==> src/rtl/branch_unit_bht.sv <==
// branch_unit_bht: RV32I branch resolver with a bimodal 2-bit counter predictor.
// Optional macro BRANCH_STATS_EN adds saturating branch/mispredict statistic counters.
module branch_unit_bht #(
    parameter int         XLEN        = 32,
    parameter int         BHT_ENTRIES = 64,
    parameter logic [1:0] CNT_INIT    = 2'b01
) (
    input  logic            clk_i,
    input  logic            rst_i,
    input  logic [XLEN-1:0] if_pc_i,
    output logic            if_pred_taken_o,
    input  logic            ex_branch_i,
    input  logic [2:0]      ex_f3_i,
    input  logic [XLEN-1:0] ex_pc_i,
    input  logic [XLEN-1:0] ex_rs1_i,
    input  logic [XLEN-1:0] ex_rs2_i,
    input  logic            ex_pred_taken_i,
    output logic            br_valid_o,
    output logic            br_taken_o,
    output logic            br_mispredict_o,
    output logic            br_illegal_o
`ifdef BRANCH_STATS_EN
    ,
    output logic [31:0]     stat_branches_o,
    output logic [31:0]     stat_mispred_o
`endif
);
    localparam int IDX = $clog2(BHT_ENTRIES);

    logic [1:0]     bht [BHT_ENTRIES];
    logic [IDX-1:0] if_idx, ex_idx;
    logic           legal, upd, cond, taken, mis;
    logic [1:0]     cur_cnt;
    logic           unused_pc;

    assign if_idx    = if_pc_i[IDX+1:2];
    assign ex_idx    = ex_pc_i[IDX+1:2];
    assign unused_pc = ^{if_pc_i[XLEN-1:IDX+2], if_pc_i[1:0], ex_pc_i[XLEN-1:IDX+2], ex_pc_i[1:0]};

    // The lookup reads the array directly, so a same-cycle update is not visible until the next cycle.
    assign if_pred_taken_o = bht[if_idx][1];
    assign cur_cnt         = bht[ex_idx];

    // Resolve the branch: f3[2] picks relational vs equality, f3[1] unsigned, f3[0] inverts.
    always_comb begin
        legal = ex_f3_i[2:1] != 2'b01;
        cond  = ex_f3_i[2] ? (ex_f3_i[1] ? (ex_rs1_i < ex_rs2_i) : ($signed(ex_rs1_i) < $signed(ex_rs2_i)))
                           : (ex_rs1_i == ex_rs2_i);
        taken = cond ^ ex_f3_i[0];
        mis   = taken ^ ex_pred_taken_i;
        upd   = ex_branch_i && legal;
    end

    // Train the counter of the resolving branch, saturating at both ends.
    always_ff @(posedge clk_i or posedge rst_i) begin
        if (rst_i) begin
            for (int i = 0; i < BHT_ENTRIES; i++) bht[i] <= CNT_INIT;
        end else if (upd) begin
            bht[ex_idx] <= taken ? ((cur_cnt == 2'b11) ? 2'b11 : cur_cnt + 2'b01)
                                 : ((cur_cnt == 2'b00) ? 2'b00 : cur_cnt - 2'b01);
        end
    end

    // Register single-cycle resolution flags.
    always_ff @(posedge clk_i or posedge rst_i) begin
        if (rst_i) begin
            br_valid_o      <= 1'b0;
            br_taken_o      <= 1'b0;
            br_mispredict_o <= 1'b0;
            br_illegal_o    <= 1'b0;
        end else begin
            br_valid_o      <= upd;
            br_taken_o      <= upd && taken;
            br_mispredict_o <= upd && mis;
            br_illegal_o    <= ex_branch_i && !legal;
        end
    end

`ifdef BRANCH_STATS_EN
    // Count legal branches and mispredicts, sticking at all-ones.
    always_ff @(posedge clk_i or posedge rst_i) begin
        if (rst_i) begin
            stat_branches_o <= '0;
            stat_mispred_o  <= '0;
        end else if (upd) begin
            stat_branches_o <= (&stat_branches_o) ? stat_branches_o : stat_branches_o + 32'd1;
            if (mis) stat_mispred_o <= (&stat_mispred_o) ? stat_mispred_o : stat_mispred_o + 32'd1;
        end
    end
`endif
endmodule

==> config.mk <==
export PLATFORM = sky130hd
export DESIGN_NAME = branch_unit_bht
export DESIGN_NICKNAME = d
export VERILOG_FILES = /design/src/rtl/branch_unit_bht.sv
export SDC_FILE = /design/constraint.sdc
export NUM_CORES = 1
export LEC_CHECK = 0
export ABC_AREA = 0
export CAP_MARGIN = 20
export CORE_AREA = 4 4 115 226
export DETAILED_ROUTE_END_ITERATION = 10
export DIE_AREA = 0 0 119 230
export GPL_ROUTABILITY_DRIVEN = 0
export MAX_ROUTING_LAYER = met4
export PLACE_DENSITY = 0.67
export SKIP_CTS_REPAIR_TIMING = 1
export SLEW_MARGIN = 25
export SYNTH_ARGS = -nofsm -noshare
export SYNTH_HDL_FRONTEND = slang
export SYNTH_SLANG_ARGS = --single-unit
export TNS_END_PERCENT = 1
==> constraint.sdc <==
create_clock -name clk_i -period 4.59 [get_ports clk_i]
set_input_delay 0.918 -clock clk_i [delete_from_list [all_inputs] [get_ports clk_i]]
set_output_delay 0.918 -clock clk_i [all_outputs]
set_load 0.005 [all_outputs]
==> reports/qor.csv <==
stage;metric;value;unit
min_path;Worst Hold End;bht[116]$_DFFE_PP1P_;
worst_setup_path;critical-path maximum fanout;16;
cts;clk sinks;132;
timing;Hold Violations, Final;0;
cts;Worst-path clk slew;50;ps
worst_setup_path;Reg2Reg Setup Slack;1360;ps
cts;number of H-tree levels;4;
synthesis;area leader, netlist;dfrtp_1;
layout;Area Growth Syn to Fin;24.5;%
detailed_routing;overall routed net length;27400;um
synthesis;top cell type's share of synthesized area;0.204;
worst_setup_path;Reg-to-Reg End;bht[80]$_DFFE_PP1P_;
synthesis;Yosys cell types;64;
layout;antenna fix cells;0;
timing;Final Cycle Share;0.961;
synthesis;mux contribution to synthesized area;0.122;
timing;Tightest Pin Transition;1030;ps
timing;worst hold slack;497;ps
synthesis;warnings from Yosys;0;
grt;Tot GR Track Use;0.206;
timing;worst clock skew;11.4;ps
synthesis;Main synth FF type;dfrtp_1;
layout;final net count;1115;
die;io pins;140;
die;standard-cell rows;81;
cts;CTS tree;yes;
synthesis;adder-cell area share of the yosys netlist;0.0480;
worst_setup_path;Worst path most repeated cell;mux4_2;
outcome;status;finished, final reports clean;
die;Starting Density;0.341;
worst_setup_path;Crit Path Class;primary input to output pin;
timing;fmax;227;MHz
layout;commonest non-fill, non-tap cells in the layout;nor2_1 (139), o21ai_0 (93), clkdlybuf4s50_1 (85), dfrtp_1 (68);
synthesis;Post-synth EDFFs;0;
power;leak pwr;0.00418;uW
timing;max-slew violation count;0;
cts;Bufs on Longest Clock Path;2;
grt;global-route wire length before repair;42600;um
worst_setup_path;type of origin of the critical path;primary input;
cts;Num CTS Buffers;17;
power;PwrDens;378;mW/mm2
synthesis;Mapped Area;0.00834;mm2
synthesis;XOR/XNOR Fraction of Synth Area;0;
synthesis;post-synthesis sequential area ratio;0.406;
layout;Fillers;2318;
die;Die Y;230;um
detailed_routing;vias per std cell;5.86;
grt;number of global-route vias before repair;7665;
detailed_routing;DRC viols;0;
synthesis;count of state elements after synthesis;132;
synthesis;fraction of registers with async set/reset;1.00;
timing;# setup viols final;0;
worst_setup_path;CP top delay family;multiplexers;
synthesis;ranking of synthesized cells by area;dfrtp_1 (20%), dfstp_2 (20%), mux4_2 (10%);
grt;Overflow after GRT;0;
min_path;Hold Path Origin;bht[116]$_DFFE_PP1P_;
worst_setup_path;worst r2r path cells;8;
grt;antenna violations before repair;0;
worst_setup_path;WP data required;3670;ps
cts;Worst-Skew Late Latency;440;ps
worst_setup_path;Worst path max stage delay;580;ps
min_path;hold depth;2;
detailed_routing;drt pass-1 iters;5;
detailed_routing;DRT iter0 DRCs;558;
synthesis;Compound-Gate Fraction of Synth Area;0.235;
detailed_routing;Routed Antenna Nets;0;
timing;setup repair after global routing missed its margin;no;
timing;relative slew slack;0.311;
run;max cap viols;0;
placed_design;hpwl dp;19100;um
power;total power draw;3920;uW
min_path;Hold Crit Class;flop to flop;
worst_setup_path;crit path cell chain;clkdlybuf4s50_1 > buf_12 > mux4_2 > mux4_2 > mux4_2 > clkdlybuf4s50_1;
worst_setup_path;reg2reg start;bht[85]$_DFFE_PP0P_;
die;Die ar.;0.0274;mm2
layout;Multi-input gate area;0.00437;mm2
placed_design;Place WS;-17.3;ps
worst_setup_path;CP Buf/Inv Count;3;
detailed_routing;Routed WL per cell;21.2;um
die;core area;0.0244;mm2
power;Max VDD drop;0.271;mV
worst_setup_path;crit path capture type;output pin;
die;Die W;119;um
grt;largest net degree at the start of global routing;65;
worst_setup_path;Worst Path Arrival;3500;ps
cts;root buffer cell;clkbuf_16;
layout;Final Util;0.425;
placed_design;I/O Buffers;87;
timing;final worst slack;177;ps
synthesis;synthesized area per cell;9.59;um2
timing;Tmin final;4410;ps
synthesis;Mapped Cells;870;
detailed_routing;via count;7575;
synthesis;largest family of logic cells by synthesized area;compound AO/OA/AOI/OAI gates;
synthesis;Post-Syn Nets;1037;
synthesis;Post-Synth Simple-Gate Area;0.117;
layout;storage element area;0.00338;mm2
layout;share of cells above drive strength 1;0.226;
layout;most common cell after layout, fill and taps aside;nor2_1;
worst_setup_path;Critical-path top delay cell;mux4_2;
cells by family (layout without fill, tap and decap cells):
kind of cell | count (synthesis) | count (layout)
multiplexers | 54 | 54
AO/OA/AOI/OAI | 297 | 297
adder cells (fa/ha/maj) | 32 | 32
flip-flops | 132 | 132
AND/OR/NAND/NOR | 223 | 223
buffers and inverters | 132 | 223
sequential cells by signal, indices dropped and copies added (netlist names):
name and count:
br_valid_o 1, bht 128, br_mispredict_o 1, br_taken_o 1
br_illegal_o 1
metrics by stage:
stage                     area (um2)  TNS [ps]  instances
final                          10400         0       1293
after global routing           10400         0       1293
after CTS                      10300     -22.3       1289
after detailed placement        9700     -17.3       1257
after global placement          9700         0       1257
after floorplan                 8340         0        870
worst min-delay path: cells and delay by family, from the launching register on:
kind | cells | cell delay [ps]
AND/OR/NAND/NOR | 1 | 90
AO/OA/AOI/OAI | 1 | 40
flip-flops | 1 | 360
where the power goes:
part,internal [uW],total (uW),switching (uW)
clock,961,1480,517
sequential,1410,1540,125
combinational,414,904,490
total,2790,3920,1130
layout make-up:
class,instances,share of cell area
multi-input cells,606,0.420
inverters,59,0.0216
flip-flops and latches,132,0.326
repair buffers,132,0.131
clock buffers,22,0.0466
clock inverters,10,0.0147
well taps,332,0.0400
per-layer routing:
layer / GRT usage / up-vias / wire, um
met1: 0.198 / 3619 / 9030
met2: 0.353 / 405 / 14100
met5: - / - / 0
met3: 0.0460 / 144 / 1900
li1: - / 3407 / -
met4: 0.158 / 0 / 2370
cells in the mapped netlist, types with 3 or more instances:
master      n
mux4_2     37
o41ai_1    24
ha_1       32
buf_6       8
dfstp_2    64
and3_1      3
nor2b_1     9
nand3b_1    3
a22oi_1     4
o22ai_1    24
a211oi_1    5
dfrtp_1    68
o31ai_1     3
mux2_2      9
a31oi_1    64
nor2_1    140
a21o_1      3
nand3_1    10
mux2i_1     7
o21ai_0    93
o21ai_2    19
nand2_1    30
nor3_1      4
nand4_1     7
inv_1      59
a221o_1     4
a21oi_1    21
buf_2       4
o211ai_1    3
a221oi_1    8
clkbuf_1   53
buf_1       4
worst max path at each step:
stage | slack [ps] | to | cells after the start | from
4_1_cts | -20 | if_pred_taken_o | 6 | if_pc_i[2]
2_1_floorplan | 250 | bht[101]$_DFFE_PP0P_ | 1 | rst_i
6_report | 180 | if_pred_taken_o | 6 | if_pc_i[3]
3_5_place_dp | -20 | if_pred_taken_o | 6 | if_pc_i[2]
5_1_grt | 190 | if_pred_taken_o | 6 | if_pc_i[3]
3_3_place_gp | 0.2 | if_pred_taken_o | 6 | if_pc_i[2]
Note: power is estimated with default switching activity, not from simulation.
